[config.mk]
export PLATFORM = sky130hd
export DESIGN_NAME = btn_debouncer
export DESIGN_NICKNAME = d
export VERILOG_FILES = /design/src/rtl/btn_sync_pkg.sv /design/src/rtl/sig_sync.sv /design/src/rtl/btn_debouncer.sv
export SDC_FILE = /design/constraint.sdc
export NUM_CORES = 1
export LEC_CHECK = 0
export ABC_CLOCK_PERIOD_IN_PS = 1850
export BUFFER_PORTS_ARGS = -buffer_cell sky130_fd_sc_hd__buf_2
export CELL_PAD_IN_SITES_DETAIL_PLACEMENT = 2
export CELL_PAD_IN_SITES_GLOBAL_PLACEMENT = 2
export CORE_ASPECT_RATIO = 0.7
export CORE_MARGIN = 3
export CORE_UTILIZATION = 34
export DETAILED_ROUTE_END_ITERATION = 10
export PLACE_DENSITY_LB_ADDON = 0.1
export SKIP_LAST_GASP = 1
export SLEW_MARGIN = 0
export SYNTH_ARGS = -nofsm -noshare
export SYNTH_HDL_FRONTEND = slang
export SYNTH_HIERARCHICAL = 1
export SYNTH_SLANG_ARGS = --single-unit
[constraint.sdc]
create_clock -name SYS_CLK -period 1.85 [get_ports SYS_CLK]
set_input_delay 0.185 -clock SYS_CLK [delete_from_list [all_inputs] [get_ports SYS_CLK]]
set_output_delay 0.185 -clock SYS_CLK [all_outputs]
set_load 0.005 [all_outputs]
[src/rtl/btn_sync_pkg.sv]
// Shared types and clocking constants for the push-button input path.
// Used by btn_debouncer and any other block that conditions a pad input.
package btn_sync_pkg;

   typedef enum logic [1:0] {
      IDLE_LOW     = 2'd0,
      CONFIRM_HIGH = 2'd1,
      IDLE_HIGH    = 2'd2,
      CONFIRM_LOW  = 2'd3
   } btn_state_t;

   localparam int SYS_CLK_HZ          = 125_000_000;
   localparam int DEBOUNCE_MS_DEFAULT = 10;

   // Confirm window length in SYS_CLK cycles for a given debounce time.
   function automatic int debounce_cycles(input int ms);
      return (SYS_CLK_HZ / 1000) * ms;
   endfunction

endpackage : btn_sync_pkg

[src/rtl/sig_sync.sv]
// N-stage flop synchroniser with asynchronous active-high reset, for bringing
// asynchronous pad inputs into a clock domain. STAGES must be 2 or more.
module sig_sync #(
   parameter int STAGES = 2,
   parameter int WIDTH  = 1
) (
   input  logic             clk,
   input  logic             rst,
   input  logic [WIDTH-1:0] sig_in,
   output logic [WIDTH-1:0] sig_out
);

   // Placement tools keep these flops adjacent to maximise metastability settling time.
   (* ASYNC_REG = "TRUE" *) logic [STAGES-1:0][WIDTH-1:0] sync_q;

   always_ff @(posedge clk or posedge rst) begin
      if (rst) begin
         sync_q <= '0;
      end else begin
         sync_q[0] <= sig_in;
         for (int i = 1; i < STAGES; i++) begin
            sync_q[i] <= sync_q[i-1];
         end
      end
   end

   assign sig_out = sync_q[STAGES-1];

endmodule : sig_sync

[src/rtl/btn_debouncer.sv]
// Push-button conditioner: synchroniser, confirm-counter debounce FSM, edge pulses.
// Optional macro BTN_LED_TOGGLE_EN builds a press-toggled LED flop; otherwise LED_TOGGLE = BTN_LEVEL.
module btn_debouncer
   import btn_sync_pkg::*;
#(
   parameter int SYNC_STAGES     = 2,
   parameter int DEBOUNCE_CYCLES = debounce_cycles(DEBOUNCE_MS_DEFAULT)
) (
   input  logic SYS_CLK,
   input  logic SYS_RST,
   input  logic BTN_IN,
   output logic BTN_LEVEL,
   output logic BTN_RISE,
   output logic BTN_FALL,
   output logic LED_TOGGLE
);

   localparam int             CNT_W   = $clog2(DEBOUNCE_CYCLES);
   localparam logic [CNT_W-1:0] CNT_MAX = CNT_W'(DEBOUNCE_CYCLES - 1);

   logic             btn_s;
   btn_state_t       state;
   logic [CNT_W-1:0] cnt;
   logic             level_q;
   logic             rise_q;
   logic             fall_q;
`ifdef BTN_LED_TOGGLE_EN
   logic             led_q;
`endif

   sig_sync #(
      .STAGES (SYNC_STAGES),
      .WIDTH  (1)
   ) u_btn_sync (
      .clk     (SYS_CLK),
      .rst     (SYS_RST),
      .sig_in  (BTN_IN),
      .sig_out (btn_s)
   );

   // Any disagreement with the candidate level during CONFIRM restarts the whole window.
   always_ff @(posedge SYS_CLK or posedge SYS_RST) begin
      if (SYS_RST) begin
         state   <= IDLE_LOW;
         cnt     <= '0;
         level_q <= 1'b0;
         rise_q  <= 1'b0;
         fall_q  <= 1'b0;
`ifdef BTN_LED_TOGGLE_EN
         led_q   <= 1'b0;
`endif
      end else begin
         rise_q <= 1'b0;
         fall_q <= 1'b0;
         unique case (state)
            IDLE_LOW: begin
               if (btn_s) begin
                  state <= CONFIRM_HIGH;
                  cnt   <= '0;
               end
            end
            CONFIRM_HIGH: begin
               if (!btn_s) begin
                  state <= IDLE_LOW;
                  cnt   <= '0;
               end else if (cnt == CNT_MAX) begin
                  state   <= IDLE_HIGH;
                  cnt     <= '0;
                  level_q <= 1'b1;
                  rise_q  <= 1'b1;
`ifdef BTN_LED_TOGGLE_EN
                  led_q   <= ~led_q;
`endif
               end else begin
                  cnt <= cnt + 1'b1;
               end
            end
            IDLE_HIGH: begin
               if (!btn_s) begin
                  state <= CONFIRM_LOW;
                  cnt   <= '0;
               end
            end
            CONFIRM_LOW: begin
               if (btn_s) begin
                  state <= IDLE_HIGH;
                  cnt   <= '0;
               end else if (cnt == CNT_MAX) begin
                  state   <= IDLE_LOW;
                  cnt     <= '0;
                  level_q <= 1'b0;
                  fall_q  <= 1'b1;
               end else begin
                  cnt <= cnt + 1'b1;
               end
            end
            default: begin
               state <= IDLE_LOW;
               cnt   <= '0;
            end
         endcase
      end
   end

   assign BTN_LEVEL = level_q;
   assign BTN_RISE  = rise_q;
   assign BTN_FALL  = fall_q;
`ifdef BTN_LED_TOGGLE_EN
   assign LED_TOGGLE = led_q;
`else
   assign LED_TOGGLE = level_q;
`endif

endmodule : btn_debouncer

# Word level (Yosys, flattened, before mapping)

Index checks and enable logic that the tools add are counted.

Add/subtract/negate cells: 1
Equality and inequality tests: 12
Multiplexer cells: 23
Reduce and logical (&&, ||, !) cells: 5

Operators with widths:

| cell                                           | number |
|---|---|
| two-way mux 21 bit                             | 5 |
| one-hot mux 21 bit (4 select lines)            | 1 |
| adder 21 x 1 -> 21 bit (second input constant) | 1 |
| == test 21 bit (second input constant)         | 1 |
| two-way mux 2 bit                              | 6 |
| two-way mux 1 bit                              | 9 |
| != test 2 bit (second input constant)          | 4 |
| one-hot mux 2 bit (4 select lines)             | 1 |
| AND reduction 5 bit                            | 1 |
| == test 2 bit (second input constant)          | 2 |
| != test 2 x 1 -> 1 bit (second input constant) | 2 |
| AND reduction 4 bit                            | 1 |
| != test 3 x 2 -> 1 bit (second input constant) | 1 |
| != test 3 bit (second input constant)          | 1 |
| == test 2 x 1 -> 1 bit (second input constant) | 1 |
| logical NOT 2 bit                              | 1 |
| one-hot mux 1 bit (2 select lines)             | 1 |
| AND reduction 2 bit                            | 1 |
| nonzero test 2 bit                             | 1 |

Flip-flop bits (word level): 28
Input bits: 3
Output and inout port bits: 4

# Depth between registers and ports, before layout

Gate-level depths: netlist of the first run.

Depth after elaboration: 4
Mapped depth: 7
Mapped depth without buffers: 6

# Modules after synthesis

Netlist of the first run, hierarchy kept.

Modules (own cells, without submodules):

| module        | instances | cells each | area an instance (um2) |
|---|---|---|---|
| btn_debouncer | 1         | 154        | 1438.9 |
| sig_sync      | 1         | 3          | 53.8 |

# Least setup slack after synthesis of the first run

No wires, ideal clock.

Kind: flip-flop to flip-flop
Start point: register cnt[5]
End point: register cnt[14]
Library setup time: 0.121 ns
Arrival: 1.766 ns
Data required time: 1.729 ns
Slack: -0.037 ns
Stages on the path, launching flop included: 6
Cells stage by stage: dfrtp_1 > or4b_4 > nor4_4 > a21oi_2 > a21o_1 > a22o_1

Longest elaborated chain between the ends: 4

Ends and longest elaborated chain:

| item                                                     | RTL line                                 | RTL |
|---|---|---|
| start, declared                                          | btn_debouncer.sv:23                      | `logic [CNT_W-1:0] cnt;` |
| start signal, assigned                                   | btn_debouncer.sv:75                      | `cnt <= cnt + 1'b1;` |
| start signal, assigned                                   | btn_debouncer.sv:94                      | `cnt <= cnt + 1'b1;` |
| adder 21 x 1 -> 21 bit or == test 21 bit (tied branches) | --                                       |  |
| two-way mux 21 bit (*)                                   | btn_debouncer.sv:66, btn_debouncer.sv:88 |  |
| two-way mux 21 bit (on tied branches)                    | btn_debouncer.sv:85, btn_debouncer.sv:63 |  |
| one-hot mux 21 bit (4 select lines) (*)                  | btn_debouncer.sv:55                      | `unique case (state)` |

Every way passes the cells marked *; elsewhere a longest branch is shown, timed or not.
A chain may end at the register's enable or synchronous reset.

# Worst setup path after layout of the first run

Start point: register cnt[13]
End point: register cnt[8]

Longest elaborated chain between the ends: 4

Ends and longest elaborated chain:

| item                                    | RTL line |
|---|---|
| == test 21 bit (*)                      | btn_debouncer.sv:66, btn_debouncer.sv:88 |
| two-way mux 21 bit (*)                  | btn_debouncer.sv:66, btn_debouncer.sv:88 |
| two-way mux 21 bit (on tied branches)   | btn_debouncer.sv:85, btn_debouncer.sv:63 |
| one-hot mux 21 bit (4 select lines) (*) | btn_debouncer.sv:55 |

Marks and branches as above.

==> out/results.ini, run 1 <==
[run_status]
status=finished with violations
violations=negative setup slack

[worst_setup_path]
slowest_stage=or4b_4
cp-start-kind=register
path_delay_family=simple AND/OR/NAND/NOR gates
slowest_delay_ns=0.55
cp.required_ns=2.01
crit_type=reg -> reg
cp.arrival_ns=2.21
cpMostUsedCell=buf_4
end_kind=register
worst-path-buf-inv=2
cp_max_fo=7
path_cells=or4b_4, nor4_4, buf_4, a21oi_4, buf_4, a21oi_2, o21ai_1

[yosys]
syn_area_sq_mm=0.001493
synth_nets=161
ys_warn_count=6
yosys.area.top_type=dfrtp_1
post-synth-top-count-cell=dfrtp_1
synth-seq-cells=28
avgSynthCellArea_sq_um=9.508
synth_flop_cell=dfrtp_1
syn_inst=157
yosysSeqAreaShare_pct=46.94
synthArstFlopShare_pct=100.0
synth-edff-count=0
synth_cell_types=35
synth.top_cell.area_share_pct=46.94
synth_area_leaders=dfrtp_1 (47%), mux2i_1 (6.7%), nand3_1 (6.0%)
yosys-top-cells-count=dfrtp_1 (28), nand3_1 (18), a21oi_1 (15)

[power_and_ir_drop]
cellPowerDensity_mw_per_mm2=861.1
power_mw=1.785
ir_drop_v=0.0006621
p_leak_nw=0.9232

[placement]
gp_congestion=0.7879
dp_cells=235
numPortBuffers=6
place_ws_ns=-0.1750
dp.final_hpwl_mm=3.249
placed_cell_area_sq_mm=0.001764

[global_route]
antenna_found_initial=0
grt_overflow=0
grt_first_pass_wirelength_mm=7.507
grt_max_degree=27
first_global_vias=1455
grt.total_usage_pct=18.57

[sta]
rsz0062_at_grt=yes
worstMarginPinSlew_ns=0.3724
finalCritPeriodShare_pct=110.9
period_needed_ns=2.051
tns_ns=-3.825
drv_slew=0
fin_ws_ns=-0.2009
timing.hold.ws_ns=0.3266
finalSetupViolCount=25
finalHoldViolations=0
max_freq_mhz=487.6
max_slew_margin_pct=75.18
fin_skew_ns=0.009702

[final_layout]
syn_to_final_growth_pct=38.89
fillers=412
layout-drive-gt1-share_pct=38.50
nets=205
utilization_pct=51.00
finalNonFillerCells=252
design_area_sq_mm=0.002073
n_antenna_cell=0

[die]
start_util_pct=36.72
core_sq_mm=0.004065
die-area_sq_mm=0.005234
placementRows=19
die_w_um=85.20
dieHeight_um=61.44
io_pins=7

[drt]
wl_per_cell_um=24.68
drt-total-wl_mm=6.220
via_per_inst=5.798
post-route-drc-count=0
route.vias.total=1461
drt_pass1_iterations=4
dr.first_iter.drc_count=47
ant_nets=0

[clocking]
cts_made_buffers=3
cts-root-buf=clkbuf_8
clock_latency_ns=0.28
h-tree-depth=1
cts_buffer_depth=2
cts.sink_count=28
path_clk_slew_ns=0.10
cts_tree=done

[flow_run]
drv_cap=0

[hold_path]
hp-class=in -> async

## kinds of logic after synthesis
kind of cell	Yosys count	synth area share (%)
adder cells (fa/ha/maj)	1	0.8381
buffers and inverters	16	5.365
AND/OR/NAND/NOR	68	25.82
multiplexers	10	6.706
flip-flops	28	46.94
AO/OA/AOI/OAI	33	13.75
XOR/XNOR	1	0.5869
## cell type report
class	instances	area, sq um	area share (%)
Clock inverter	1	30.03	1.448
Multi-Input combinational cell	114	857.1	41.34
Sequential cell	28	700.7	33.80
Inverter	10	40.04	1.931
Clock buffer	3	41.29	1.992
Tap cell	52	65.06	3.138
Timing Repair Buffer	44	339.1	16.35
## worst min-delay path, cell delays in order
cell           delay [ns]
dlygate4sd3_1        0.55
buf_2                0.14
inv_1                0.08
## report_power, final
part           total (mW)  internal, mW  leakage, nW  switching (mW)
registers           0.686         0.644        0.383          0.0417
clock network       0.493         0.290       0.0357           0.203
logic               0.606         0.254        0.504           0.352
total                1.79          1.19        0.923           0.596
## layout by cell type, fill, tap and decap left out, types with 2 or more instances in the layout
cell type / synthesis / final
buf_4: 1 / 30
dfrtp_1: 28 / 28
nand3_1: 18 / 17
nand2_1: 14 / 13
a21oi_2: 1 / 13
mux2i_1: 10 / 10
inv_1: 10 / 9
nand4_1: 9 / 9
buf_2: 1 / 8
nor2_1: 8 / 7
and3_1: 4 / 4
o21ai_1: 5 / 4
a21o_1: 4 / 4
a22o_1: 4 / 4
a21oi_4: 0 / 3
clkbuf_8: 0 / 3
buf_6: 2 / 3
or4b_4: 1 / 2
nor4_4: 1 / 2
nand2b_1: 2 / 2
or3_1: 2 / 2
nor3_2: 1 / 2
o311ai_1: 2 / 2
dlygate4sd3_1: 0 / 2
## final timing paths
kind	from	endpoint	slack (ns)	cells after the start
setup / recovery	cnt[13]$_DFFE_PP0P_	cnt[8]$_DFFE_PP0P_	-0.20	7
min in group SYS_CLK	u_btn_sync/sync_q[0]$_DFF_PP0_	u_btn_sync/sig_out$_DFF_PP0_	0.36	0
setup reg to reg	cnt[13]$_DFFE_PP0P_	cnt[8]$_DFFE_PP0P_	-0.20	7
hold / removal	SYS_RST	u_btn_sync/sync_q[0]$_DFF_PP0_	0.33	3
max in group asynchronous	SYS_RST	cnt[14]$_DFFE_PP0P_	0.99	4
hold reg to reg	u_btn_sync/sync_q[0]$_DFF_PP0_	u_btn_sync/sig_out$_DFF_PP0_	0.36	0
## routing by layer
| metal | part of all wire [%] | GRT usage, % | vias to the layer above |
|---|---|---|---|
| met3 | 2.8 | 2.807 | 12 |
| met2 | 49 | 33.85 | 32 |
| li1 | - | - | 657 |
| met1 | 46 | 24.40 | 760 |
| met4 | 1.4 | 2.709 | 0 |
| met5 | 0 | 0 | - |
## state kept, by name (all words and copies together), names as in the netlist, named ones only
register            flops
BTN_LEVEL               1
u_btn_sync/sync_q       1
BTN_RISE                1
cnt                    21
u_btn_sync/sig_out      1
BTN_FALL                1
state                   1
## timing repair
item | 4_1_cts | 5_1_grt
setup buffers | 3 | 6
endpoints found under the setup margin | 23 | 26
cloned | 0 | 3
pin swaps | 1 | 11
hold endpoints to repair | 29 | 0
hold buffers | 2 | 0
gates resized for setup | 3 | 29
Power figures use the tool's default switching activity.
==> run 2, diff against run 1 <==
- GPL_TIMING_DRIVEN: not set -> 0
==> run 2 against run 1 <==
Net effect:
- the flow still finishes with violations (negative setup slack)
- hold slack lost 0.046 ns
- total power shrank 3.0%
- via count shrank 6.8%
- non-clock buffer count shrank 14
- highest routed layer unchanged
- flip-flop and latch count is the same
- combinational power shrank 16%
- clock power grew 4.3%
- register-to-register slack lost 0.02 ns
- global-route usage grew 1.4 points
==> out/results.ini, run 2 (synthesis results as in run 1) <==
[run_status]
status=finished with violations
violations=negative setup slack

[drt]
wl_met1_mm=2.429  ; -16%
via_per_inst=5.723  ; -1.3%
route.vias.total=1362  ; -6.8%
met2_length_mm=2.506  ; -18%
top_layer=met4
wl_met3_um=97  ; -45%
wl_per_cell_um=21.44  ; -13%
dr.first_iter.drc_count=70  ; +49%
drt-total-wl_mm=5.103  ; -18%
post-route-drc-count=0  ; unchanged
drt_pass1_iterations=4  ; unchanged
ant_nets=0  ; unchanged

[clocking]
cts_tree=done
clock_latency_ns=0.29  ; about the same
cts_buffer_depth=2  ; unchanged
path_clk_slew_ns=0.11  ; about the same
h-tree-depth=1  ; unchanged
cts_made_buffers=3  ; unchanged
cts-root-buf=clkbuf_8
cts.sink_count=28  ; unchanged

[worst_setup_path]
cp.required_ns=2.03  ; +0.02 ns
r2r-end=cnt[2]$_DFFE_PP0P_
cp-start-kind=register
worstRegToRegCells=7  ; unchanged
crit_type=reg -> reg
cp.arrival_ns=2.25  ; +0.04 ns
crit_start=cnt[10]$_DFFE_PP0P_
cp_max_fo=6  ; -1
reg2reg_slack_ns=-0.22  ; -0.02 ns
end_kind=register
r2r-start=cnt[10]$_DFFE_PP0P_
critical_path.endpoint=cnt[2]$_DFFE_PP0P_

[sta]
finalCritPeriodShare_pct=112.1  ; +1.2 points
finalHoldViolations=0  ; unchanged
worstMarginPinSlew_ns=1.057  ; +0.6850 ns
finalSetupViolCount=26  ; +4.0%
period_needed_ns=2.074  ; +0.02303 ns
drv_slew=0  ; unchanged
rsz0062_at_grt=yes
fin_skew_ns=0.006833  ; -0.002869 ns
max_freq_mhz=482.2  ; -1.1%
max_slew_margin_pct=29.43  ; -46 points
timing.hold.ws_ns=0.2802  ; -0.04647 ns
fin_ws_ns=-0.2240  ; -0.02302 ns

[placement]
numPortBuffers=6  ; unchanged
placed_cell_area_sq_mm=0.001599  ; -9.4%
dp.final_hpwl_mm=3.021  ; -7.0%
place_ws_ns=-0.4567  ; -0.2817 ns
gp_congestion=0.7919  ; +0.51%

[die]
die-area_sq_mm=0.005234  ; unchanged
core_sq_mm=0.004065  ; unchanged
dieHeight_um=61.44  ; unchanged
start_util_pct=36.72  ; unchanged
placementRows=19  ; unchanged
die_w_um=85.20  ; unchanged
io_pins=7  ; unchanged

[global_route]
first_global_vias=1451  ; -0.27%
antenna_found_initial=0  ; unchanged
grt_max_degree=27  ; unchanged
grt_first_pass_wirelength_mm=7.824  ; +4.2%
grt.total_usage_pct=19.98  ; +1.4 points
grt_overflow=0  ; unchanged

[final_layout]
syn_to_final_growth_pct=32.86
largest-register=cnt
layout_common_cells=dfrtp_1 (26), nand3_1 (15), nand2_1 (14), buf_4 (14)
design_area_sq_mm=0.001983  ; -4.3%
final_common_cell=dfrtp_1
n_antenna_cell=0  ; unchanged
nets=191  ; -6.8%
largest_reg_flops=21  ; unchanged
layout-drive-gt1-share_pct=33.33  ; -5.2 points

[power_and_ir_drop]
ir_drop_v=0.0004335  ; -35%
pwr-share-comb_pct=29.4  ; -4.5 points
swShare_pct=34.29  ; +0.88 points
cellPowerDensity_mw_per_mm2=873.4  ; +1.4%
seq_power_share_pct=40.9  ; +2.5 points
p_sw_mw=0.5939  ; -0.41%
power_mw=1.732  ; -3.0%
p_leak_nw=0.8518  ; -7.7%
p_int_mw=1.138  ; -4.3%
power.clock.fraction_pct=29.7  ; +2.1 points

[hold_path]
hp-class=in -> async

[flow_run]
drv_cap=0  ; unchanged

==> run 2: cell count changes in the layout (fill, tap and decap cells not counted), moves of 2 or more <==
cell / change
o21ai_1: +2
a21oi_2: -3
buf_6: +2
dfrtp_1: -2
a21oi_1: +3
buf_4: -16
nand3_1: -2
dfrtp_2: +2
==> run 2: layout make-up <==
class | count | area [sq um]
Fill cell | 415 | 2082
Multi-Input combinational cell | 114 | 875.8
Sequential cell | 28 | 703.2
Timing Repair Buffer | 24 | 175.2
Tap cell | 52 | 65.06
Buffer | 6 | 50.05
Inverter | 10 | 42.54
Clock buffer | 3 | 41.29
Clock inverter | 1 | 30.03
==> run 2: how the worst min path moves through the flow <==
stage          startpoint                             end  slack (ns)
2_1_floorplan     SYS_RST    u_btn_sync/sig_out$_DFF_PP0_       -0.07
3_3_place_gp      SYS_RST  u_btn_sync/sync_q[0]$_DFF_PP0_        0.04
3_5_place_dp      SYS_RST    u_btn_sync/sig_out$_DFF_PP0_        0.05
4_1_cts           SYS_RST    u_btn_sync/sig_out$_DFF_PP0_        0.28
5_1_grt           SYS_RST    u_btn_sync/sig_out$_DFF_PP0_        0.29
6_report          SYS_RST    u_btn_sync/sig_out$_DFF_PP0_        0.28
==> run 2: through the flow <==
step / setup TNS, ns / cells / utilization, %
after CTS: -3.050 / 232 / 45.52
final: -4.042 / 238 / 48.78
after detailed placement: -6.614 / 215 / 39.34
after global routing: -5.341 / 238 / 48.78
after global placement: -4.468 / 215 / 39.34
after floorplan: -0.1304 / 157 / -
==> run 2: power groups by stage <==
stage | registers, mW | clock network, mW | logic, mW
after CTS | 0.691 | 0.520 | 0.461
after global placement | 0.699 | 0 | 0.338
after detailed placement | 0.700 | 0 | 0.361
final | 0.709 | 0.514 | 0.509
after global routing | 0.719 | 0.545 | 0.558
after floorplan | 0.687 | 0 | 0.259
==> run 2: what timing repair did <==
item | 4_1_cts | 5_1_grt
hold endpoints to repair | 3 | 0
hold buffers | 2 | 0
setup buffers | 8 | 6
pin swaps | 9 | 4
cloned | 3 | 0
endpoints found under the setup margin | 26 | 26
resized for setup | 20 | 21
==> run 2: per-layer routing <==
layer | up-vias | GRT usage, %
met1 | 714 | 26.71
li1 | 627 | -
met3 | 6 | 3.610
met4 | 0 | 4.740
met5 | - | 0
met2 | 15 | 34.40
==> run 2: critical path, stage by stage (launching register included) <==
cell and delay (ns):
dfrtp_1 0.43, or4b_4 0.56, nor4_4 0.29, buf_6 0.17, a21oi_4 0.10, buf_4 0.19
a21oi_2 0.14, mux2i_1 0.08
==> run 3, diff against run 2 <==
- ABC_AREA: not set -> 1
- CORE_UTILIZATION: 34 -> 32
==> run 3 against run 2 <==
Net effect:
- the run now ends clean
- non-clock buffer count fell by 17
- clock power fell by 2%
- clock-buffer cell count did not move
- first-iteration DRC count fell by 1.4%
- synthesized cell count rose by 53%
- die area rose by 23%
- critical path type unchanged
==> out/results.ini, run 3 <==
[clocking]
cts_buffer_depth=2  ; unchanged
cts_setup_buffers=0  ; -8
h-tree-depth=1  ; unchanged
cts_tree=done
clock_latency_ns=0.29  ; about the same
cts.sink_count=28  ; unchanged
path_clk_slew_ns=0.11  ; about the same
cts-root-buf=clkbuf_8
cts_made_buffers=3  ; unchanged

[placement]
place_ws_ns=0.06967  ; +0.5264 ns
dp_cells=315  ; +47%
numPortBuffers=6  ; unchanged
dp.final_hpwl_mm=3.921  ; +30%
gp_congestion=0.7514  ; -5.1%
placed_cell_area_sq_mm=0.001868  ; +17%

[yosys]
syn_inst=240  ; +53%
synth_nets=244  ; +52%
synthArstFlopShare_pct=100.0  ; unchanged
syn_area_sq_mm=0.001752  ; +17%
ys_warn_count=6  ; unchanged
synth-edff-count=0  ; unchanged
yosys-top-cells-count=nand2_1 (77), nor2_1 (32), dfrtp_1 (28)
synth_area_leaders=dfrtp_1 (40%), nand2_1 (16%), nor2_1 (6.9%)
avgSynthCellArea_sq_um=7.299  ; -23%
synth_cell_types=30  ; -14%
synth-seq-cells=28  ; unchanged
yosysSeqAreaShare_pct=40.00  ; -6.9 points
yosys.area.top_type=dfrtp_1
synth_flop_cell=dfrtp_1
synth.top_cell.area_share_pct=40.00  ; -6.9 points
post-synth-top-count-cell=nand2_1

[power_and_ir_drop]
p_sw_mw=0.5600  ; -5.7%
cellPowerDensity_mw_per_mm2=833.8  ; -4.5%
ir_drop_v=0.0004203  ; -3.0%
p_int_mw=1.077  ; -5.4%
pwr-share-comb_pct=26.4  ; -3.0 points
p_leak_nw=0.8258  ; -3.1%
swShare_pct=34.21  ; -0.076 points
power.clock.fraction_pct=30.7  ; +1.0 points
seq_power_share_pct=43.0  ; +2.1 points

[die]
dieHeight_um=67.90  ; +11%
die_w_um=94.43  ; +11%
placementRows=21  ; +2
die-area_sq_mm=0.006412  ; +23%
start_util_pct=34.90  ; -1.8 points
core_sq_mm=0.005019  ; +23%
io_pins=7  ; unchanged

[sta]
drv_slew=0  ; unchanged
worstMarginPinSlew_ns=1.086  ; +0.02865 ns
rsz0062_at_grt=no
max_slew_margin_pct=27.52  ; -1.9 points
finalHoldViolations=0  ; unchanged
period_needed_ns=1.691  ; -0.3827 ns
fin_skew_ns=0.009630  ; +0.002797 ns
max_freq_mhz=591.3  ; +23%
finalCritPeriodShare_pct=91.42  ; -21 points
finalSetupViolCount=0  ; -100%
timing.hold.ws_ns=0.3019  ; +0.02173 ns
fin_ws_ns=0.1587  ; +0.3827 ns
tns_ns=0  ; +4.042 ns

[drt]
via_per_inst=4.732  ; -17%
dr.first_iter.drc_count=69  ; -1.4%
met2_length_mm=2.176  ; -13%
wl_met1_mm=2.861  ; +18%
wl_met3_um=78  ; -20%
drt-total-wl_mm=5.146  ; +0.84%
drt_pass1_iterations=4  ; unchanged
post-route-drc-count=0  ; unchanged
wl_per_cell_um=16.03  ; -25%
route.vias.total=1519  ; +12%
ant_nets=0  ; unchanged
top_layer=met4

[final_layout]
final_common_cell=nand2_1
finalNonFillerCells=321  ; +35%
largest_reg_flops=21  ; unchanged
n_antenna_cell=0  ; unchanged
layout-drive-gt1-share_pct=15.48  ; -18 points
layout_common_cells=nand2_1 (77), nor2_1 (32), dfrtp_1 (27), inv_1 (23), nand3_1 (17)
largest-register=cnt
design_area_sq_mm=0.001963  ; -1.0%
nets=257  ; +35%
syn_to_final_growth_pct=12.07
fillers=612  ; +47%

[global_route]
grt_first_pass_wirelength_mm=8.838  ; +13%
grt_overflow=0  ; unchanged
antenna_found_initial=0  ; unchanged
grt_max_degree=27  ; unchanged
grt.total_usage_pct=18.32  ; -1.7 points
first_global_vias=1627  ; +12%

[worst_setup_path]
cp_max_fo=10  ; +4
crit_type=reg -> reg
cp.arrival_ns=1.87  ; -0.38 ns
cp-start-kind=register
end_kind=register
reg2reg_slack_ns=0.16  ; +0.38 ns
worstRegToRegCells=6  ; -1
cp.required_ns=2.03  ; about the same

[hold_path]
hp-class=in -> async

[run_status]
status=completed

[flow_run]
drv_cap=0  ; unchanged

[run 3: cell count changes after synthesis, moves of 8 or more]
cell     previous run  this run
mux2i_1            10         1
a21oi_1            15         1
inv_1              10        23
nand2_1            14        77
xor2_1              1         9
nor2_1              8        32
[run 3: logic make-up (layout without fill, tap and decap cells)]
logic type      Yosys count  count (layout)  share of synthesized area, %
compound gates           15              15                         4.928
flops                    28              28                         40.00
buf+inv                  33              45                         8.357
xor+xnor                 10              10                         5.000
fa+ha+maj                 1               1                        0.7142
mux                       1               1                        0.5715
simple gates            152             152                         40.43
[run 3: cell type report]
class / count / area [sq um] / share of cell area (%)
plain buffers: 5 / 36.28 / 1.848
clock buffers: 3 / 41.29 / 2.103
repair buffers: 8 / 50.05 / 2.549
well taps: 69 / 86.33 / 4.398
inverters: 28 / 110.1 / 5.609
clock inverters: 1 / 30.03 / 1.530
flip-flops and latches: 28 / 701.9 / 35.76
multi-input cells: 179 / 907.1 / 46.21
[run 3: metal layers]
metal / track usage, % / up-vias
li1: - / 777
met1: 27.17 / 734
met2: 28.09 / 6
met3: 3.297 / 2
met4: 3.243 / 0
met5: 0 / -
[run 3: metrics by stage]
step / power (mW) / util [%]
2_1_floorplan: 1.015 / -
3_3_place_gp: 1.147 / 37.22
3_5_place_dp: 1.152 / 37.22
4_1_cts: 1.671 / 39.04
5_1_grt: 1.766 / 39.12
6_report: 1.637 / 39.12
[run 3: path summary, 6_finish.rpt]
kind | from | to
worst max-delay path | u_btn_sync/sig_out$_DFF_PP0_ | cnt[18]$_DFFE_PP0P_
worst min-delay path | SYS_RST | u_btn_sync/sync_q[0]$_DFF_PP0_
worst max register to register | u_btn_sync/sig_out$_DFF_PP0_ | cnt[18]$_DFFE_PP0P_
worst min register to register | u_btn_sync/sync_q[0]$_DFF_PP0_ | u_btn_sync/sig_out$_DFF_PP0_
max in group asynchronous | SYS_RST | cnt[0]$_DFFE_PP0P_
min in group SYS_CLK | u_btn_sync/sync_q[0]$_DFF_PP0_ | u_btn_sync/sig_out$_DFF_PP0_
[run 3: repair_timing]
| action | CTS | global route |
|---|---|---|
| endpoints found under the hold margin | 3 | 0 |
| setup endpoints to repair | 0 | 5 |
| gates resized for setup | 0 | 2 |
| hold buffers | 2 | 0 |
[run 3: power groups by stage]
stage | Combinational, mW | Sequential, mW | Clock, mW
finish | 0.432 | 0.703 | 0.502
global route | 0.500 | 0.714 | 0.552
CTS | 0.441 | 0.703 | 0.528
detailed placement | 0.437 | 0.715 | 0
global placement | 0.430 | 0.717 | 0
floorplan | 0.312 | 0.703 | 0
[run 3: critical path: stages, from the launching register on]
cell and delay [ns]:
dfrtp_1 0.43, or2_4 0.29, nand3_4 0.11, clkinv_1 0.28, buf_2 0.32, nand2_1 0.09, nand2_1 0.06
